### config.mk
export PLATFORM = sky130hd
export DESIGN_NAME = mac_operand_feeder
export DESIGN_NICKNAME = d
export VERILOG_FILES = /design/src/rtl/mac_operand_feeder.sv
export SDC_FILE = /design/constraint.sdc
export NUM_CORES = 1
export LEC_CHECK = 0
export BUFFER_PORTS_ARGS = -buffer_cell sky130_fd_sc_hd__buf_2
export CAP_MARGIN = 30
export CORE_ASPECT_RATIO = 0.8
export CORE_MARGIN = 3
export CORE_UTILIZATION = 52
export DETAILED_ROUTE_END_ITERATION = 10
export GPL_ROUTABILITY_DRIVEN = 0
export PLACE_DENSITY = 0.84
export SYNTH_ARGS = -nofsm -noshare
export SYNTH_HDL_FRONTEND = slang
export SYNTH_SLANG_ARGS = --single-unit
### constraint.sdc
create_clock -name clk -period 2.55 [get_ports clk]
set_clock_uncertainty 0.2 [all_clocks]
set_input_delay 0.3825 -clock clk [delete_from_list [all_inputs] [get_ports clk]]
set_output_delay 0.3825 -clock clk [all_outputs]
set_load 0.1 [all_outputs]
### src/rtl/mac_operand_feeder.sv
// Operand feeder for mac_unit: buffers signed operand pairs in a small FIFO and
// issues them one at a time over the valid/done handshake, tracking vector ends.
module mac_operand_feeder #(
    parameter int DEPTH = 4,
    parameter int CNT_W = 8
) (
    input  logic             clk,
    input  logic             reset_n,
    input  logic             in_valid,
    output logic             in_ready,
    input  logic [7:0]       in_a,
    input  logic [7:0]       in_b,
    input  logic             in_last,
    output logic             mac_valid,
    output logic [7:0]       mac_a,
    output logic [7:0]       mac_b,
    input  logic             mac_done,
    output logic             vec_done,
    output logic [CNT_W-1:0] vec_len,
    output logic             busy,
    output logic             proto_err
);
    localparam int AW = $clog2(DEPTH);
    localparam logic [AW:0] FULL_CNT = (AW+1)'(DEPTH);

    // state | meaning
    // IDLE  | waiting for a buffered pair; loads head into mac_a/mac_b
    // ISSUE | mac_valid high for this single cycle
    // WAIT  | operands held until mac_done, then head is popped
    typedef enum logic [1:0] {IDLE, ISSUE, WAIT} state_t;

    state_t           state;
    logic [16:0]      mem [DEPTH];
    logic [AW-1:0]    wr_ptr;
    logic [AW-1:0]    rd_ptr;
    logic [AW:0]      count;
    logic [AW:0]      count_nxt;
    logic [16:0]      head;
    logic [CNT_W-1:0] elem_cnt;
    logic [CNT_W-1:0] cnt_inc;
    logic             full;
    logic             alive;
    logic             push;
    logic             pop;
    logic             busy_nxt;

    // alive keeps in_ready low while reset is held and until the first clock after release
    assign full     = (count == FULL_CNT);
    assign in_ready = alive && !full;
    assign push     = in_valid && in_ready;
    assign pop      = (state == WAIT) && mac_done;
    assign head     = mem[rd_ptr];
    assign cnt_inc  = (elem_cnt == '1) ? elem_cnt : elem_cnt + 1'b1;
    assign busy_nxt = (count_nxt != '0) || (state == ISSUE);

    always_comb begin
        count_nxt = count;
        case ({push, pop})
            2'b10:   count_nxt = count + 1'b1;
            2'b01:   count_nxt = count - 1'b1;
            default: count_nxt = count;
        endcase
    end

    always_ff @(posedge clk) begin
        if (push) begin
            mem[wr_ptr] <= {in_a, in_b, in_last};
        end
    end

    always_ff @(posedge clk or negedge reset_n) begin
        if (!reset_n) begin
            state     <= IDLE;
            wr_ptr    <= '0;
            rd_ptr    <= '0;
            count     <= '0;
            elem_cnt  <= '0;
            alive     <= 1'b0;
            busy      <= 1'b0;
            proto_err <= 1'b0;
            mac_valid <= 1'b0;
            mac_a     <= '0;
            mac_b     <= '0;
            vec_done  <= 1'b0;
            vec_len   <= '0;
        end else begin
            alive     <= 1'b1;
            count     <= count_nxt;
            busy      <= busy_nxt;
            mac_valid <= 1'b0;
            vec_done  <= 1'b0;
            if (push) begin
                wr_ptr <= wr_ptr + 1'b1;
            end
            if (pop) begin
                rd_ptr <= rd_ptr + 1'b1;
            end
            if (mac_done && (state != WAIT)) begin
                proto_err <= 1'b1;
            end
            case (state)
                IDLE: begin
                    if (count != '0) begin
                        mac_a     <= head[16:9];
                        mac_b     <= head[8:1];
                        mac_valid <= 1'b1;
                        state     <= ISSUE;
                    end
                end
                ISSUE: begin
                    state <= WAIT;
                end
                WAIT: begin
                    if (mac_done) begin
                        state <= IDLE;
                        if (head[0]) begin
                            vec_done <= 1'b1;
                            vec_len  <= cnt_inc;
                            elem_cnt <= '0;
                        end else begin
                            elem_cnt <= cnt_inc;
                        end
                    end
                end
                default: begin
                    state <= IDLE;
                end
            endcase
        end
    end
endmodule

==> impl_metrics.tcl, run 1 <==
set metrics [dict create \
    syn_area_sq_um 4520 \
    layout-drive-gt1-share_pct 37.9 \
    clk_latency_ns 0.51 \
    peakVddDrop_mv 0.933 \
    synth-adder-area-share_pct 2.10 \
    die_w_um 110 \
    min_period_over_period_pct 96.0 \
    drv_slew 0 \
    final_cells 477 \
    post-dp-hpwl_um 5390 \
    p_leak_uw 0.00241 \
    critPathKind "flop to flop" \
    rsz0062_at_grt "no" \
    numPortBuffers 49 \
    synth_cell_types 41 \
    grt_max_degree 36 \
    antenna_found_initial 0 \
    rr_startpoint "count[0]" \
    ios 50 \
    grt-ovfl-total 0 \
    via_per_inst 5.44 \
    die_h_um 89.4 \
    clockBufferDepth 2 \
    grt_pass1_wl_um 13900 \
    yosysSeqAreaShare_pct 70.6 \
    synth.area.top_cells "edfxtp_1 45%, dfrtp_1 25%, mux4_1 4.6%" \
    htreeDepth 4 \
    core-area_sq_um 8200 \
    drt-initial-drc-count 133 \
    multi_input_area_sq_um 1280 \
    synth-edff-count 68 \
    yosys.area_share.simple_pct 4.78 \
    critPathCaptureType "flop" \
    ant_nets 0 \
    syn_nets 284 \
    crit_required_ns 2.74 \
    syn_to_final_growth_pct 30.3 \
    maxCapViolations 0 \
    hold_path_class "primary input to asynchronous set/reset pin" \
    cts_tree "yes" \
    cp_max_fo 2 \
    synth-xor-area-share_pct 1.94 \
    synth.area.mux_share_pct 14.3 \
    fillers 515 \
    wl_um 8500 \
    post-route-worst-setup-slack_ns 0.103 \
    cts-buffers-inserted 17 \
    worst_setup_path_start_kind "flop" \
    synth_top_area_cell "edfxtp_1" \
    grt_pass1_vias 2762 \
    status "finished, final reports clean" \
    synth_compound_area_share_pct 4.26 \
    placed_area_sq_um 5000 \
    synth_common_cells "68 x edfxtp_1, 46 x dfrtp_1, 18 x mux2_2, 9 x and3_1, 9 x mux4_2" \
    synth_cells 256 \
    setup-violations-final 0 \
    placed_cells 420 \
    min_period_ns 2.45 \
    synthArstFlopShare_pct 40.4 \
    regArea_sq_um 3190 \
    synthFlopType "edfxtp_1" \
    power.density_nw_per_um2 1430 \
    n_antenna_cell 0 \
    clkTransAtPathRegs_ns 0.05 \
    finalHoldViolations 0 \
    drc 0 \
    yosysMostFrequentCell "edfxtp_1" \
    rows 29 \
    ys_ff_latch 114 \
    worst-endpoint-arrival_ns 2.63 \
    die-area_sq_um 9860 \
    dp_slack_ns -0.0470 \
    synth_top_family_by_area "multiplexers" \
    netlist.area_leader.share_pct 45.1 \
    vias 2593 \
    start_util_pct 55.2 \
    wl_per_cell_um 17.8 \
    final_core_util_pct 71.9 \
    reg2reg_depth 11 \
    ys_warn_count 0 \
    cts_sinks 114 \
    critPathLaunch "count[0]" \
    grtUsageTotal_pct 19.8 \
    fmax_mhz 409 \
    clock-root-buffer "clkbuf_8" \
    dr.pass1.iters 4 \
    nets 384 \
    synth.avg_cell_area_sq_um 17.7 \
    final_area_sq_um 5900 \
]
## per-stage QoR
step | hold slack, ns | setup TNS, ns | total power (uW)
after floorplan | -0.113 | -0.423 | 5180
after global placement | 0.0990 | 0 | 5700
after detailed placement | 0.112 | -0.0470 | 5800
after CTS | 0.0431 | 0 | 8450
after global routing | 0.118 | 0 | 8800
final | 0.114 | 0 | 8430
## registers in the layout, indices dropped and copies added (netlist names)
signal / flops
mem: 68
elem_cnt: 8
mac_a: 8
mac_b: 8
vec_len: 8
count: 3
rd_ptr: 2
state: 2
wr_ptr: 2
alive: 1
busy: 1
mac_valid: 1
proto_err: 1
vec_done: 1
## cells in the final DEF (no fill, tap or decap), drive strengths merged, types with 3 or more instances in the layout
| cell type | count |
|---|---|
| mux2 | 18 |
| xor2 | 3 |
| bufinv | 6 |
| nand2b | 3 |
| ha | 6 |
| and2 | 3 |
| dlygate4sd3 | 19 |
| mux4 | 17 |
| nor3 | 3 |
| nor2 | 6 |
| a31oi | 7 |
| xnor2 | 7 |
| dfrtp | 46 |
| nand2 | 8 |
| clkinv | 4 |
| a21oi | 7 |
| inv | 10 |
| mux2i | 3 |
| buf | 70 |
| edfxtp | 68 |
| o21ai | 7 |
| clkbuf | 22 |
| and3 | 9 |
## report_power, final
group / switching (uW) / internal, uW
combinational: 2230 / 974
clock: 764 / 1830
sequential: 241 / 2380
## area by class of cell
cell class	instances	area share [%]
flip-flops and latches	114	54.2
inverters	10	0.679
well taps	108	2.29
clock buffers	22	7.68
multi-input cells	124	21.7
repair buffers	89	10.1
clock inverters	10	3.46
## worst max-delay path: stages, from the launching register on
cell     delay (ns)
dfrtp_1        0.39
inv_2          0.09
a31oi_4        0.09
and2_4         0.17
inv_2          0.06
ha_4           0.13
inv_2          0.04
fa_2           0.32
xor2_1         0.15
nor2_1         0.06
xor2_1         0.15
or4b_4         0.47
## routing by layer
metal / track usage [%] / up-vias / routed length [um]
met1: 25.9 / 1309 / 3680
met4: 8.05 / 0 / 110
met2: 29.7 / 86 / 4160
li1: - / 1184 / -
met5: 0 / - / 0
met3: 8.16 / 14 / 548
## what timing repair did
item                                    CTS  global route
endpoints found under the hold margin    81             0
pin swaps                                 0             4
hold buffers                             19             0
resized for setup                         1             0
buffers inserted                          1             5
endpoints found under the setup margin    1             1
## worst paths after layout
kind / end / slack, ns
hold / removal: mac_a[6] / 0.11
setup / recovery: busy / 0.10
min in group clk: wr_ptr[0] / 0.14
setup reg to reg: busy / 0.10
max in group asynchronous: rd_ptr[1] / 1.28
hold reg to reg: proto_err / 0.26
## cell families (layout without fill, tap and decap cells)
kind of cell | Yosys count | in the layout
AO/OA/AOI/OAI | 30 | 30
XOR/XNOR | 10 | 10
adder cells (fa/ha/maj) | 7 | 7
buffers and inverters | 18 | 131
flip-flops | 114 | 114
multiplexers | 38 | 38
other | 1 | 1
AND/OR/NAND/NOR | 38 | 38
No activity file was read; power rests on OpenSTA's default activity.
==> run 2: changes to the inputs <==
--- a/config.mk
+++ b/config.mk
@@ -10,9 +10,11 @@
 export CORE_ASPECT_RATIO = 0.8
 export CORE_MARGIN = 3
 export CORE_UTILIZATION = 52
+export CTS_CLUSTER_DIAMETER = 60
 export DETAILED_ROUTE_END_ITERATION = 10
 export GPL_ROUTABILITY_DRIVEN = 0
 export PLACE_DENSITY = 0.84
+export RECOVER_POWER = 50
 export SYNTH_ARGS = -nofsm -noshare
 export SYNTH_HDL_FRONTEND = slang
 export SYNTH_SLANG_ARGS = --single-unit
==> run 2 against run 1 <==
  * Die area is the same
  * Critical path depth is the same
  * Sequential power is essentially flat
  * Sequential share of layout area grew 0.45 points
  * Global-route usage is the same
  * Core utilization shrank 0.60 points
  * Power shrank 0.33%
  * Non-clock buffer count is the same
  * Count of clock-buffer cells in the layout is the same
  * Design area shrank 0.83%
  * Wire length grew 0.74%
  * Via count grew 0.77%
  * Critical endpoint unchanged
==> impl_metrics.tcl, run 2 (synthesized netlist as in run 1, its figures left out) <==
set metrics [dict create \
    clk_latency_ns 0.51 \
    max_stage_delay_ns 0.47 \
    fmax_mhz 408 \
    drv_slew 0 \
    drt-initial-drc-count 175 \
    critPathCaptureType "flop" \
    cts-buffers-inserted 17 \
    rows 29 \
    die_h_um 89.4 \
    mostFrequentLayoutCells "68 x edfxtp_1, 46 x dfrtp_1, 31 x buf_2, 24 x clkbuf_1, 19 x dlygate4sd3_1" \
    path_common_cell "inv_2" \
    nets 384 \
    via_per_inst 5.48 \
    min_period_ns 2.45 \
    rsz0062_at_grt "no" \
    worst_pin_slew_ns 0.878 \
    worst_setup_path_start_kind "flop" \
    grt_pass1_wl_um 13900 \
    wl_um 8560 \
    post-dp-hpwl_um 5390 \
    dp_slack_ns -0.0470 \
    placed_area_sq_um 5000 \
    min_period_over_period_pct 96.0 \
    grt_max_degree 36 \
    r2r_setup_slack_ns 0.10 \
    peakVddDrop_mv 0.932 \
    numPortBuffers 49 \
    cts_sinks 114 \
    reg2reg_to "busy" \
    grtUsageTotal_pct 19.8 \
    ant_nets 0 \
    path_delay_family "simple AND/OR/NAND/NOR gates" \
    die-area_sq_um 9860 \
    path_cells "inv_2 > a31oi_4 > and2_4 > inv_2 > ha_4 > inv_2 > fa_2 > xor2_1 > nor2_1 > xor2_1 > or4b_4" \
    clock-root-buffer "clkbuf_8" \
    final_common_cell "edfxtp_1" \
    syn_to_final_growth_pct 29.2 \
    finalHoldViolations 0 \
    post-route-worst-setup-slack_ns 0.101 \
    final_area_sq_um 5850 \
    maxCapViolations 0 \
    antenna_found_initial 0 \
    critPathLaunch "count[0]" \
    worst-endpoint-arrival_ns 2.63 \
    htreeDepth 4 \
    rr_startpoint "count[0]" \
    cp_num_buf_inv 3 \
    vias 2613 \
    dr.pass1.iters 4 \
    hold_path_class "primary input to flop" \
    status "finished, final reports clean" \
    slew-limit-headroom_pct 41.4 \
    endpoint "busy" \
    layout-drive-gt1-share_pct 32.0 \
    critPathKind "flop to flop" \
    largest_reg_flops 68 \
    fillers 529 \
    grt-ovfl-total 0 \
    cp_max_fo 2 \
    setup-violations-final 0 \
    grt_pass1_vias 2762 \
    slowest_stage "or4b_4" \
    wl_per_cell_um 18.0 \
    power.density_nw_per_um2 1440 \
    critical_path_depth 11 \
    crit_required_ns 2.74 \
    drc 0 \
    n_antenna_cell 0 \
    start_util_pct 55.2 \
    p_leak_uw 0.00234 \
    clkTransAtPathRegs_ns 0.05 \
    ios 50 \
    cts_tree "yes" \
    largest-register "mem" \
    core-area_sq_um 8200 \
    die_w_um 110 \
    clockBufferDepth 2 \
    reg2reg_depth 11 \
]
[run 2: cell types whose count changed in the layout (fill, tap and decap cells not counted), sizes merged]
cell / delta
clkbuf: +25
buf: -25
[run 2: worst min-delay path by stage]
| stage | from | to | slack, ns | depth (start not counted) |
|---|---|---|---|---|
| after floorplan | reset_n | alive | -0.11 | 0 |
| after global placement | reset_n | mac_a[4] | 0.1 | 1 |
| after detailed placement | reset_n | mac_a[4] | 0.11 | 1 |
| after CTS | in_valid | wr_ptr[0] | 0.04 | 3 |
| after global routing | in_valid | wr_ptr[0] | 0.12 | 4 |
| final | in_valid | wr_ptr[0] | 0.14 | 4 |
[run 2: cell type report]
class,count,area [sq um],share of cell area [%]
flip-flops and latches,114,3190,54.6
multi-input cells,124,1270,21.7
repair buffers,89,552,9.44
clock buffers,22,453,7.75
clock inverters,10,204,3.49
well taps,108,135,2.31
inverters,10,40.0,0.685
[run 2: timing repair]
action,4_1_cts,5_1_grt
buffers inserted,1,5
endpoints found under the setup margin,1,1
hold endpoints to repair,81,0
pin swaps,0,4
gates resized for setup,1,0
hold buffers,19,0
[run 2: tightest hold or removal path, delay by kind of cell]
kind / cells / cell delay (ns)
XOR/XNOR: 1 / 0.06
AND/OR/NAND/NOR: 1 / 0.14
buffers and inverters: 2 / 0.22
[run 2: where the power goes]
group	switching [uW]	internal, uW
Clock	765	1830
Combinational	2230	950
Sequential	242	2380
Total	3230	5170
[run 2: layer usage]
metal | share of wire (%) | global-route usage, % | routed length (um) | vias up
li1 | - | - | - | 1185
met1 | 44 | 25.9 | 3740 | 1326
met2 | 48 | 29.7 | 4150 | 87
met3 | 6.6 | 8.16 | 563 | 15
met4 | 1.3 | 8.05 | 112 | 0
met5 | 0 | 0 | 0 | -
[run 2: stage by stage]
stage	utilization (%)	hold slack (ns)	instances	total power [uW]	setup TNS (ns)
after floorplan	-	-0.113	256	5180	-0.423
after global routing	71.3	0.118	477	8770	0
final	71.3	0.140	477	8400	0
after global placement	61.0	0.0990	420	5700	0
after CTS	71.4	0.0431	472	8450	0
after detailed placement	61.0	0.112	420	5800	-0.0470
